File: config.mk
export PLATFORM = sky130hd
export DESIGN_NAME = time_set_ctrl
export DESIGN_NICKNAME = d
export VERILOG_FILES = /design/src/rtl/time_set_ctrl.sv
export SDC_FILE = /design/constraint.sdc
export NUM_CORES = 1
export LEC_CHECK = 0
export CORE_MARGIN = 2
export CORE_UTILIZATION = 35
export CTS_CLUSTER_DIAMETER = 100
export DETAILED_ROUTE_END_ITERATION = 10
export GPL_ROUTABILITY_DRIVEN = 0
export PLACE_DENSITY_LB_ADDON = 0.15
export SETUP_SLACK_MARGIN = 0.05
export SLEW_MARGIN = 20
export SYNTH_ARGS = -nofsm -noshare
export SYNTH_HDL_FRONTEND = slang
export SYNTH_SLANG_ARGS = --single-unit
File: constraint.sdc
create_clock -name i_clk -period 3.34 [get_ports i_clk]
set_clock_uncertainty 0.15 [all_clocks]
set_input_delay 0.668 -clock i_clk [delete_from_list [all_inputs] [get_ports i_clk]]
set_output_delay 0.668 -clock i_clk [all_outputs]
set_load 0.01 [all_outputs]
File: src/rtl/time_set_ctrl.sv
// time_set_ctrl: RUN/SET mode controller for the hour:min display.
// Passes live time through in RUN. In SET_HOUR/SET_MIN it owns the
// displayed values, steps them with wrap and auto-repeat, blinks the
// edited field, and commits the edit to the counter with a load strobe.
module time_set_ctrl #(
  parameter int P_BLINK_HALF  = 500,
  parameter int P_REPEAT_DLY  = 500,
  parameter int P_REPEAT_RATE = 100,   // must not exceed P_REPEAT_DLY
  parameter int P_TIMEOUT     = 10000
) (
  input  logic       i_clk,
  input  logic       i_reset,
  input  logic       i_tick_1ms,
  input  logic       i_btn_mode,
  input  logic       i_btn_up,
  input  logic       i_btn_down,
  input  logic [5:0] i_run_hour,
  input  logic [5:0] i_run_min,
  output logic [5:0] o_hour,
  output logic [5:0] o_min,
  output logic       o_load,
  output logic [5:0] o_load_hour,
  output logic [5:0] o_load_min,
  output logic [3:0] o_blank,
  output logic       o_set_mode
);

  // Counters only ever hold 0 .. (limit-1), so $clog2(limit) bits suffice.
  localparam int BLINK_W = (P_BLINK_HALF > 1) ? $clog2(P_BLINK_HALF) : 1;
  localparam int REP_W   = (P_REPEAT_DLY > 1) ? $clog2(P_REPEAT_DLY) : 1;
  localparam int TO_W    = (P_TIMEOUT > 1)    ? $clog2(P_TIMEOUT)    : 1;

  localparam logic [BLINK_W-1:0] BLINK_LAST = BLINK_W'(P_BLINK_HALF - 1);
  localparam logic [REP_W-1:0]   REP_LAST   = REP_W'(P_REPEAT_DLY - 1);
  // After a repeat step, restart so that the next one lands RATE ticks later.
  localparam logic [REP_W-1:0]   REP_RELOAD = REP_W'(P_REPEAT_DLY - P_REPEAT_RATE);
  localparam logic [TO_W-1:0]    TO_LAST    = TO_W'(P_TIMEOUT - 1);

  typedef enum logic [1:0] {RUN, SET_HOUR, SET_MIN, COMMIT} state_t;

  state_t             state_q, state_d;
  logic [5:0]         edit_hour_q, edit_hour_d;
  logic [5:0]         edit_min_q, edit_min_d;
  logic [BLINK_W-1:0] blink_cnt_q, blink_cnt_d;
  logic               blink_phase_q, blink_phase_d;
  logic [REP_W-1:0]   rep_cnt_q, rep_cnt_d;
  logic [TO_W-1:0]    to_cnt_q, to_cnt_d;
  logic               mode_prev_q, up_prev_q, down_prev_q;
  logic [5:0]         o_hour_q, o_hour_d, o_min_q, o_min_d;
  logic               o_load_q, o_load_d;
  logic [5:0]         o_load_hour_q, o_load_hour_d, o_load_min_q, o_load_min_d;
  logic [3:0]         o_blank_q, o_blank_d;
  logic               o_set_mode_q, o_set_mode_d;

  logic mode_edge, up_edge, down_edge, in_set, one_held, rep_fire, step;

  // Wrapping +/-1 inside 0..maxv.
  function automatic logic [5:0] step_val(input logic [5:0] v, input logic inc,
                                          input logic [5:0] maxv);
    if (inc) return (v == maxv) ? 6'd0 : v + 6'd1;
    else     return (v == 6'd0) ? maxv : v - 6'd1;
  endfunction

  // Next-state: edges, repeat, field editing, timeout, blink and outputs.
  always_comb begin
    state_d       = state_q;
    edit_hour_d   = edit_hour_q;
    edit_min_d    = edit_min_q;
    blink_cnt_d   = blink_cnt_q;
    blink_phase_d = blink_phase_q;
    rep_cnt_d     = rep_cnt_q;
    to_cnt_d      = to_cnt_q;
    o_load_hour_d = o_load_hour_q;
    o_load_min_d  = o_load_min_q;
    rep_fire      = 1'b0;

    mode_edge = i_btn_mode & ~mode_prev_q;
    up_edge   = i_btn_up   & ~up_prev_q;
    down_edge = i_btn_down & ~down_prev_q;
    in_set    = (state_q == SET_HOUR) || (state_q == SET_MIN);
    one_held  = i_btn_up ^ i_btn_down;

    // Auto-repeat only runs while exactly one of up/down is held.
    if (!in_set || !one_held || up_edge || down_edge) begin
      rep_cnt_d = '0;
    end else if (i_tick_1ms) begin
      if (rep_cnt_q == REP_LAST) begin
        rep_fire  = 1'b1;
        rep_cnt_d = REP_RELOAD;
      end else begin
        rep_cnt_d = rep_cnt_q + REP_W'(1);
      end
    end

    // A mode edge takes priority over any step in the same cycle.
    step = in_set && one_held && (up_edge || down_edge || rep_fire) && !mode_edge;

    case (state_q)
      RUN: begin
        if (mode_edge) begin
          edit_hour_d = i_run_hour;
          edit_min_d  = i_run_min;
          state_d     = SET_HOUR;
        end
      end
      SET_HOUR: begin
        if (mode_edge)  state_d = SET_MIN;
        else if (step)  edit_hour_d = step_val(edit_hour_q, i_btn_up, 6'd23);
      end
      SET_MIN: begin
        if (mode_edge)  state_d = COMMIT;
        else if (step)  edit_min_d = step_val(edit_min_q, i_btn_up, 6'd59);
      end
      default: state_d = RUN;  // COMMIT lasts exactly one cycle
    endcase

    // Inactivity abort: back to RUN, edit discarded, no load.
    if (!in_set || mode_edge || up_edge || down_edge || step) begin
      to_cnt_d = '0;
    end else if (i_tick_1ms) begin
      if (to_cnt_q == TO_LAST) begin
        to_cnt_d = '0;
        state_d  = RUN;
      end else begin
        to_cnt_d = to_cnt_q + TO_W'(1);
      end
    end

    // Blink restarts visible on any step or state change.
    if ((state_d != state_q) || step ||
        !((state_d == SET_HOUR) || (state_d == SET_MIN))) begin
      blink_cnt_d   = '0;
      blink_phase_d = 1'b0;
    end else if (i_tick_1ms) begin
      if (blink_cnt_q == BLINK_LAST) begin
        blink_cnt_d   = '0;
        blink_phase_d = ~blink_phase_q;
      end else begin
        blink_cnt_d = blink_cnt_q + BLINK_W'(1);
      end
    end

    o_hour_d     = (state_d == RUN) ? i_run_hour : edit_hour_d;
    o_min_d      = (state_d == RUN) ? i_run_min  : edit_min_d;
    o_load_d     = (state_d == COMMIT);
    if (state_d == COMMIT) begin
      o_load_hour_d = edit_hour_d;
      o_load_min_d  = edit_min_d;
    end
    o_set_mode_d = (state_d == SET_HOUR) || (state_d == SET_MIN);
    o_blank_d    = 4'b0000;
    if (blink_phase_d && state_d == SET_HOUR) o_blank_d = 4'b1100;
    if (blink_phase_d && state_d == SET_MIN)  o_blank_d = 4'b0011;
  end

  // State, counters and registered outputs.
  always_ff @(posedge i_clk or posedge i_reset) begin
    if (i_reset) begin
      state_q       <= RUN;
      edit_hour_q   <= '0;
      edit_min_q    <= '0;
      blink_cnt_q   <= '0;
      blink_phase_q <= 1'b0;
      rep_cnt_q     <= '0;
      to_cnt_q      <= '0;
      mode_prev_q   <= 1'b0;
      up_prev_q     <= 1'b0;
      down_prev_q   <= 1'b0;
      o_hour_q      <= '0;
      o_min_q       <= '0;
      o_load_q      <= 1'b0;
      o_load_hour_q <= '0;
      o_load_min_q  <= '0;
      o_blank_q     <= '0;
      o_set_mode_q  <= 1'b0;
    end else begin
      state_q       <= state_d;
      edit_hour_q   <= edit_hour_d;
      edit_min_q    <= edit_min_d;
      blink_cnt_q   <= blink_cnt_d;
      blink_phase_q <= blink_phase_d;
      rep_cnt_q     <= rep_cnt_d;
      to_cnt_q      <= to_cnt_d;
      mode_prev_q   <= i_btn_mode;
      up_prev_q     <= i_btn_up;
      down_prev_q   <= i_btn_down;
      o_hour_q      <= o_hour_d;
      o_min_q       <= o_min_d;
      o_load_q      <= o_load_d;
      o_load_hour_q <= o_load_hour_d;
      o_load_min_q  <= o_load_min_d;
      o_blank_q     <= o_blank_d;
      o_set_mode_q  <= o_set_mode_d;
    end
  end

  assign o_hour      = o_hour_q;
  assign o_min       = o_min_q;
  assign o_load      = o_load_q;
  assign o_load_hour = o_load_hour_q;
  assign o_load_min  = o_load_min_q;
  assign o_blank     = o_blank_q;
  assign o_set_mode  = o_set_mode_q;

endmodule

==> results of run 1 <==
## cells by family after synthesis
group / share of synthesized area (%)
flops: 43.2
xor+xnor: 6.39
buf+inv: 4.45
fa+ha+maj: 4.43
simple gates: 20.0
compound gates: 13.9
mux: 7.72
## power groups by stage
stage / logic [mW] / clock network [mW] / registers [mW]
final: 2.34 / 1.09 / 1.42
after floorplan: 1.48 / 0 / 1.41
after CTS: 2.36 / 1.12 / 1.42
after global routing: 2.56 / 1.17 / 1.46
after global placement: 2.33 / 0 / 1.43
after detailed placement: 2.35 / 0 / 1.43
## layout by cell type (no fill, tap or decap), drive strengths merged, types with 4 or more instances in the layout
| master | instances |
|---|---|
| dfrtp | 78 |
| clkdlybuf4s50 | 47 |
| nor2 | 40 |
| nand2 | 39 |
| buf | 31 |
| mux2 | 23 |
| inv | 23 |
| xnor2 | 21 |
| a21oi | 18 |
| o21ai | 18 |
| nand3 | 17 |
| ha | 16 |
| nor4 | 13 |
| xor2 | 12 |
| nand4 | 11 |
| clkbuf | 10 |
| nor3 | 9 |
| mux2i | 9 |
| o31ai | 6 |
| nor2b | 5 |
| a22oi | 5 |
| and3 | 5 |
| a211oi | 4 |
| o221ai | 4 |
## area by class of cell
type | count | area, um2
tap | 172 | 215
clock inverter | 6 | 92.6
fill | 1244 | 6920
multi-input combinational | 325 | 2370
inverter | 24 | 91.3
timing repair buffer | 78 | 741
clock buffer | 10 | 239
sequential | 78 | 1950
## path summary, 6_finish.rpt
| kind | slack (ns) | to | cells past startpoint |
|---|---|---|---|
| hold / removal | 0.35 | o_load_hour[4] | 1 |
| hold reg to reg | 0.35 | o_load_hour[4] | 1 |
| min in group asynchronous | 0.54 | o_load | 2 |
| setup reg to reg | 0.29 | blink_phase_q | 11 |
| setup / recovery | 0.29 | blink_phase_q | 11 |
| max in group asynchronous | 1.84 | state_q[1] | 3 |
## metal layers
layer,track usage [%],vias up
met1,20.5,1754
met3,2.86,13
met5,0,-
li1,-,1743
met4,5.87,0
met2,26.6,60
## through the flow
stage	setup TNS, ns	instance area (um2)
after floorplan	0	4520
after global placement	-0.414	5370
after detailed placement	-1.54	5370
after CTS	0	5700
after global routing	0	5700
final	0	5700
## state kept, by name (all words and copies together), names as in the netlist
name / count
blink_cnt_q: 9
blink_phase_q: 1
down_prev_q: 1
edit_hour_q: 6
edit_min_q: 6
mode_prev_q: 1
o_blank: 2
o_hour: 6
o_load: 1
o_load_hour: 6
o_load_min: 6
o_min: 6
o_set_mode: 1
rep_cnt_q: 9
state_q: 2
to_cnt_q: 14
up_prev_q: 1
## repair_timing
action / CTS / global route
resized for setup: 0 / 3
endpoints found under the setup margin: 0 / 12
setup buffers: 0 / 0
==> impl_metrics.py, run 1 <==
metrics = {
    "run_status": {
        "result_of_the_run": "finished clean",
    },
    "clock_network": {
        "cts-hold-fix-buffers": 0,
        "worst_skew_pair.late_latency_ns": 0.34,
        "clock_sinks": 78,
        "ctsRootBufferMaster": "sky130_fd_sc_hd__clkbuf_16",
        "tritoncts_clock_tree": "built",
        "clk_transition_reported_paths_ns": 0.06,
        "cts_max_level": 3,
        "clock_path_buffers": 2,
        "total_clock_buffers_created_by_cts": 9,
    },
    "detailed_routing": {
        "drt_first_iter_violations": 188,
        "wire_per_inst_um": 15.0,
        "vias": 3570,
        "detail_route.drc_violations": 0,
        "met3RoutedLength_um": 303,
        "route.top_layer_used": "met4",
        "drt_first_pass_iters": 4,
        "drt.antenna.violating_nets": 0,
        "dr_wl_met2_um": 5140,
        "route.detailed.vias_per_inst": 5.15,
        "met1_length_um": 4780,
        "totalWireLength_um": 10400,
    },
    "floorplan": {
        "core_region_area_um2": 12600,
        "fp-row-count": 41,
        "floorplan.io_pins": 48,
        "floorplan.initialDensity_pct": 35.8,
        "floorplan.die.height_um": 118,
        "die_w_um": 118,
        "die_area_um2": 13800,
    },
    "power": {
        "switching_power_mw": 1.84,
        "final_total_power_mw": 4.85,
        "ir_worst_vdd_mv": 0.406,
        "p_int_mw": 3.01,
        "power_frac_clock_pct": 22.5,
        "p_leak_nw": 2.34,
        "power.density_nw_per_um2": 850,
        "sw_frac_of_total_pct": 38.0,
        "seq_power_share_pct": 29.3,
        "power_frac_comb_pct": 48.2,
    },
    "setup_path": {
        "start_kind": "flip-flop",
        "crit_path_frequent_cell": "sky130_fd_sc_hd__ha_1",
        "path_cells": "inv_1, ha_1, clkinv_1, a2111oi_4, o21ai_2, o211ai_1, a21oi_1, ha_1, o41ai_1, or2_4, nor4b_1",
        "critical-path-max-stage-delay_ns": 0.41,
        "worstPathMaxFanout": 12,
        "timing.critical_path.slowest_stage_cell": "sky130_fd_sc_hd__dfrtp_2",
        "cp-end-kind": "flip-flop",
        "timing.setup.critical_path_class": "reg -> reg",
        "cp-startpoint": "state_q[0]",
        "critPathArrivalTime_ns": 3.13,
        "reg2reg_from": "state_q[0]",
        "worstPathRequired_ns": 3.43,
        "critical_path_buffer_and_inverter_count": 2,
        "cell_family_contributing_the_most_delay_on_the_critical_path": "compound AO/OA/AOI/OAI gates",
    },
    "cells_and_area": {
        "final_util_pct": 45.2,
        "share_of_layout_cells_above_drive_strength_1_pct": 18.2,
        "fin_nets": 550,
        "layoutNonFillerInstCount": 693,
        "antenna-diode-count": 0,
        "synthToLayoutAreaGrowth_pct": 26.1,
    },
    "timing": {
        "setup_viol_count_final": 0,
        "timing.final.crit_period_ns": 3.05,
        "timing.final.ws_setup_ns": 0.295,
        "maxSlewHeadroom_pct": 61.3,
        "finalHoldViolations": 0,
        "worstMarginPinSlew_ns": 0.575,
        "maximum_clock_frequency_mhz": 328,
        "rsz_0062_raised_after_global_routing": "false",
        "min_period_over_period_pct": 91.2,
        "drv_slew": 0,
        "hold_slack_ns": 0.355,
    },
    "synthesis": {
        "synth-edff-count": 0,
        "synth_area_um2": 4520,
        "gate_count_after_technology_mapping": 450,
        "netlist.area_leader.share_pct": 43.2,
        "yosys.cell_count.top_type": "sky130_fd_sc_hd__dfrtp_1",
        "post_synthesis_net_count": 484,
        "syn-mean-instance-area_um2": 10.0,
        "synth-seq-cells": 78,
        "ys_async_sr_fraction_pct": 100,
        "post_synth_num_cell_types": 65,
        "netlist_top_cells_count": "sky130_fd_sc_hd__dfrtp_1 (78), sky130_fd_sc_hd__nor2_1 (40), sky130_fd_sc_hd__nand2_1 (38)",
        "synth-seq-area-share_pct": 43.2,
        "synth_flop_type": "sky130_fd_sc_hd__dfrtp_1",
        "ys.warnings.count": 0,
        "synth_area_leader_cell": "sky130_fd_sc_hd__dfrtp_1",
        "top_cells_by_area_in_the_synthesized_netlist": "sky130_fd_sc_hd__dfrtp_1 (43%), sky130_fd_sc_hd__mux2_2 (5.5%), sky130_fd_sc_hd__ha_1 (4.4%), sky130_fd_sc_hd__xnor2_1 (4.1%), sky130_fd_sc_hd__nor2_1 (3.3%)",
    },
    "global_routing": {
        "grt_overflow": 0,
        "grt_pass1_vias": 3609,
        "grt_pass1_wl_um": 18000,
        "groute.usage.overall_pct": 15.9,
        "grt_start_max_net_pins": 48,
        "antenna_found_initial": 0,
    },
    "placement": {
        "dp_cells": 677,
        "dp_hpwl_um": 7470,
        "io_buffers": 47,
        "placement.setup.worst_slack_ns": -0.174,
    },
    "min_path": {
        "hold_path_class": "reg -> reg",
        "hp-start": "o_load_hour[4]",
    },
    "run": {
        "maxCapViolations": 0,
    },
}
(Power assumes the default switching activity.)
==> inputs of run 2 (changes only) <==
--- a/config.mk
+++ b/config.mk
@@ -12,5 +12,4 @@
 export GPL_ROUTABILITY_DRIVEN = 0
 export PLACE_DENSITY_LB_ADDON = 0.15
-export SETUP_SLACK_MARGIN = 0.05
 export SLEW_MARGIN = 20
 export SYNTH_ARGS = -nofsm -noshare
==> constraint.sdc (replaced) <==
create_clock -name i_clk -period 3.05 [get_ports i_clk]
set_clock_uncertainty 0.15 [all_clocks]
set_input_delay 0.61 -clock i_clk [delete_from_list [all_inputs] [get_ports i_clk]]
set_output_delay 0.61 -clock i_clk [all_outputs]
set_load 0.1 [all_outputs]
==> impl_metrics.py, run 2 (same netlist as run 1, synthesis figures left out) <==
metrics = {
    "placement": {
        "dp_cells": 681,
        "dp_hpwl_um": 7420,
        "io_buffers": 47,
        "dpl-instance-area_um2": 5360,
    },
    "global_routing": {
        "grt_pass1_wl_um": 17900,
        "groute.usage.overall_pct": 16.1,
        "grt_pass1_vias": 3643,
        "antenna_found_initial": 0,
        "grt_overflow": 0,
        "grt_start_max_net_pins": 40,
    },
    "timing": {
        "maxSlewHeadroom_pct": 66.6,
        "rsz_0062_raised_after_global_routing": "true",
        "min_period_over_period_pct": 98.2,
        "timing.setup.tns_ns": 0,
        "setup_viol_count_final": 0,
        "maximum_clock_frequency_mhz": 334,
        "timing.final.crit_period_ns": 3.00,
        "drv_slew": 0,
        "worstMarginPinSlew_ns": 0.496,
        "finalHoldViolations": 0,
    },
    "run": {
        "maxCapViolations": 0,
    },
    "cells_and_area": {
        "share_of_layout_cells_above_drive_strength_1_pct": 27.2,
        "fill_cells": 1231,
        "fin_nets": 565,
        "largest_registers": "to_cnt_q (14), blink_cnt_q (9), rep_cnt_q (9)",
        "commonest_non_fill_non_tap_cell_in_the_layout": "sky130_fd_sc_hd__dfrtp_1",
        "layoutNonFillerInstCount": 708,
        "antenna-diode-count": 0,
        "register_with_the_most_flip_flops": "to_cnt_q",
        "largest_reg_flops": 14,
        "synthToLayoutAreaGrowth_pct": 29.9,
        "final_area_um2": 5870,
        "most-common-layout-cells": "sky130_fd_sc_hd__dfrtp_1 (77), sky130_fd_sc_hd__buf_4 (69), sky130_fd_sc_hd__nor2_1 (40), sky130_fd_sc_hd__nand2_1 (38), sky130_fd_sc_hd__mux2_2 (22)",
    },
    "floorplan": {
        "fp-row-count": 41,
        "floorplan.io_pins": 48,
        "die_w_um": 118,
        "core_region_area_um2": 12600,
        "floorplan.initialDensity_pct": 35.8,
        "die_area_um2": 13800,
        "floorplan.die.height_um": 118,
    },
    "detailed_routing": {
        "drt.antenna.violating_nets": 0,
        "drt_first_iter_violations": 176,
        "detail_route.drc_violations": 0,
        "route.detailed.vias_per_inst": 5.05,
        "wire_per_inst_um": 15.1,
        "vias": 3572,
        "drt_first_pass_iters": 4,
        "totalWireLength_um": 10700,
    },
    "clock_network": {
        "clk_transition_reported_paths_ns": 0.06,
        "worst_skew_pair.late_latency_ns": 0.35,
        "tritoncts_clock_tree": "built",
        "cts-hold-fix-buffers": 0,
        "total_clock_buffers_created_by_cts": 9,
        "clock_sinks": 78,
        "clock_path_buffers": 2,
        "ctsRootBufferMaster": "sky130_fd_sc_hd__clkbuf_16",
        "cts_max_level": 3,
    },
    "setup_path": {
        "worstPathRequired_ns": 3.16,
        "cp-end-kind": "flip-flop",
        "timing.setup.critical_path_class": "reg -> reg",
        "worstPathMaxFanout": 5,
        "critPathArrivalTime_ns": 3.10,
        "start_kind": "flip-flop",
    },
    "power": {
        "final_total_power_mw": 6.81,
        "p_leak_nw": 2.49,
        "power.density_nw_per_um2": 1160,
        "ir_worst_vdd_mv": 0.708,
    },
    "run_status": {
        "result_of_the_run": "finished clean",
    },
    "min_path": {
        "hold_path_class": "reg -> reg",
    },
}
[run 2: layout make-up]
| type | instances | area [um2] | share of cell area (%) |
|---|---|---|---|
| flip-flops and latches | 78 | 1950 | 33.3 |
| inverters | 24 | 91.3 | 1.56 |
| clock inverters | 4 | 45.0 | 0.767 |
| repair buffers | 92 | 813 | 13.8 |
| multi-input cells | 326 | 2500 | 42.5 |
| well taps | 172 | 215 | 3.66 |
| clock buffers | 12 | 256 | 4.37 |
[run 2: routing by layer]
metal	global-route usage, %	up-vias	routed length, um
li1	-	1776	-
met1	20.8	1718	4920
met2	25.3	62	5120
met3	3.59	16	394
met4	7.98	0	234
met5	0	-	0
[run 2: stage by stage]
| step | util (%) | hold WS (ns) | setup WS, ns |
|---|---|---|---|
| 2_1_floorplan | - | 0.347 | 0.0345 |
| 3_3_place_gp | 42.4 | 0.347 | -0.205 |
| 3_5_place_dp | 42.4 | 0.351 | -0.330 |
| 4_1_cts | 44.8 | 0.366 | 0.0330 |
| 5_1_grt | 46.5 | 0.381 | -0.0804 |
| 6_report | 46.5 | 0.360 | 0.0538 |
[run 2: critical path, stage by stage (launching register included)]
cell	delay [ns]
sky130_fd_sc_hd__dfrtp_1	0.40
sky130_fd_sc_hd__or4bb_4	0.56
sky130_fd_sc_hd__nor4_4	0.34
sky130_fd_sc_hd__nand2_2	0.15
sky130_fd_sc_hd__o211ai_1	0.25
sky130_fd_sc_hd__a21oi_2	0.09
sky130_fd_sc_hd__ha_4	0.30
sky130_fd_sc_hd__o41ai_4	0.08
sky130_fd_sc_hd__or2_4	0.31
sky130_fd_sc_hd__buf_4	0.16
sky130_fd_sc_hd__nor4_4	0.12
[run 2: final timing paths]
kind / from / end / slack [ns] / cells past startpoint
setup / recovery: to_cnt_q[11] / blink_cnt_q[5] / 0.05 / 10
hold / removal: o_load_hour[5] / o_load_hour[5] / 0.36 / 1
setup reg to reg: to_cnt_q[11] / blink_cnt_q[5] / 0.05 / 10
hold reg to reg: o_load_hour[5] / o_load_hour[5] / 0.36 / 1
max in group asynchronous: i_reset / edit_min_q[1] / 1.73 / 3
min in group asynchronous: i_reset / o_hour[3] / 0.39 / 2
[run 2: timing repair]
action,CTS,global route
setup endpoints to repair,0,11
gates resized for setup,0,18
setup buffers,0,10
[run 2: report_power, final]
group	leakage (nW)	switching [mW]	internal, mW
Sequential	1.02	0.236	1.31
Combinational	1.31	2.66	1.51
Clock	0.152	0.426	0.674
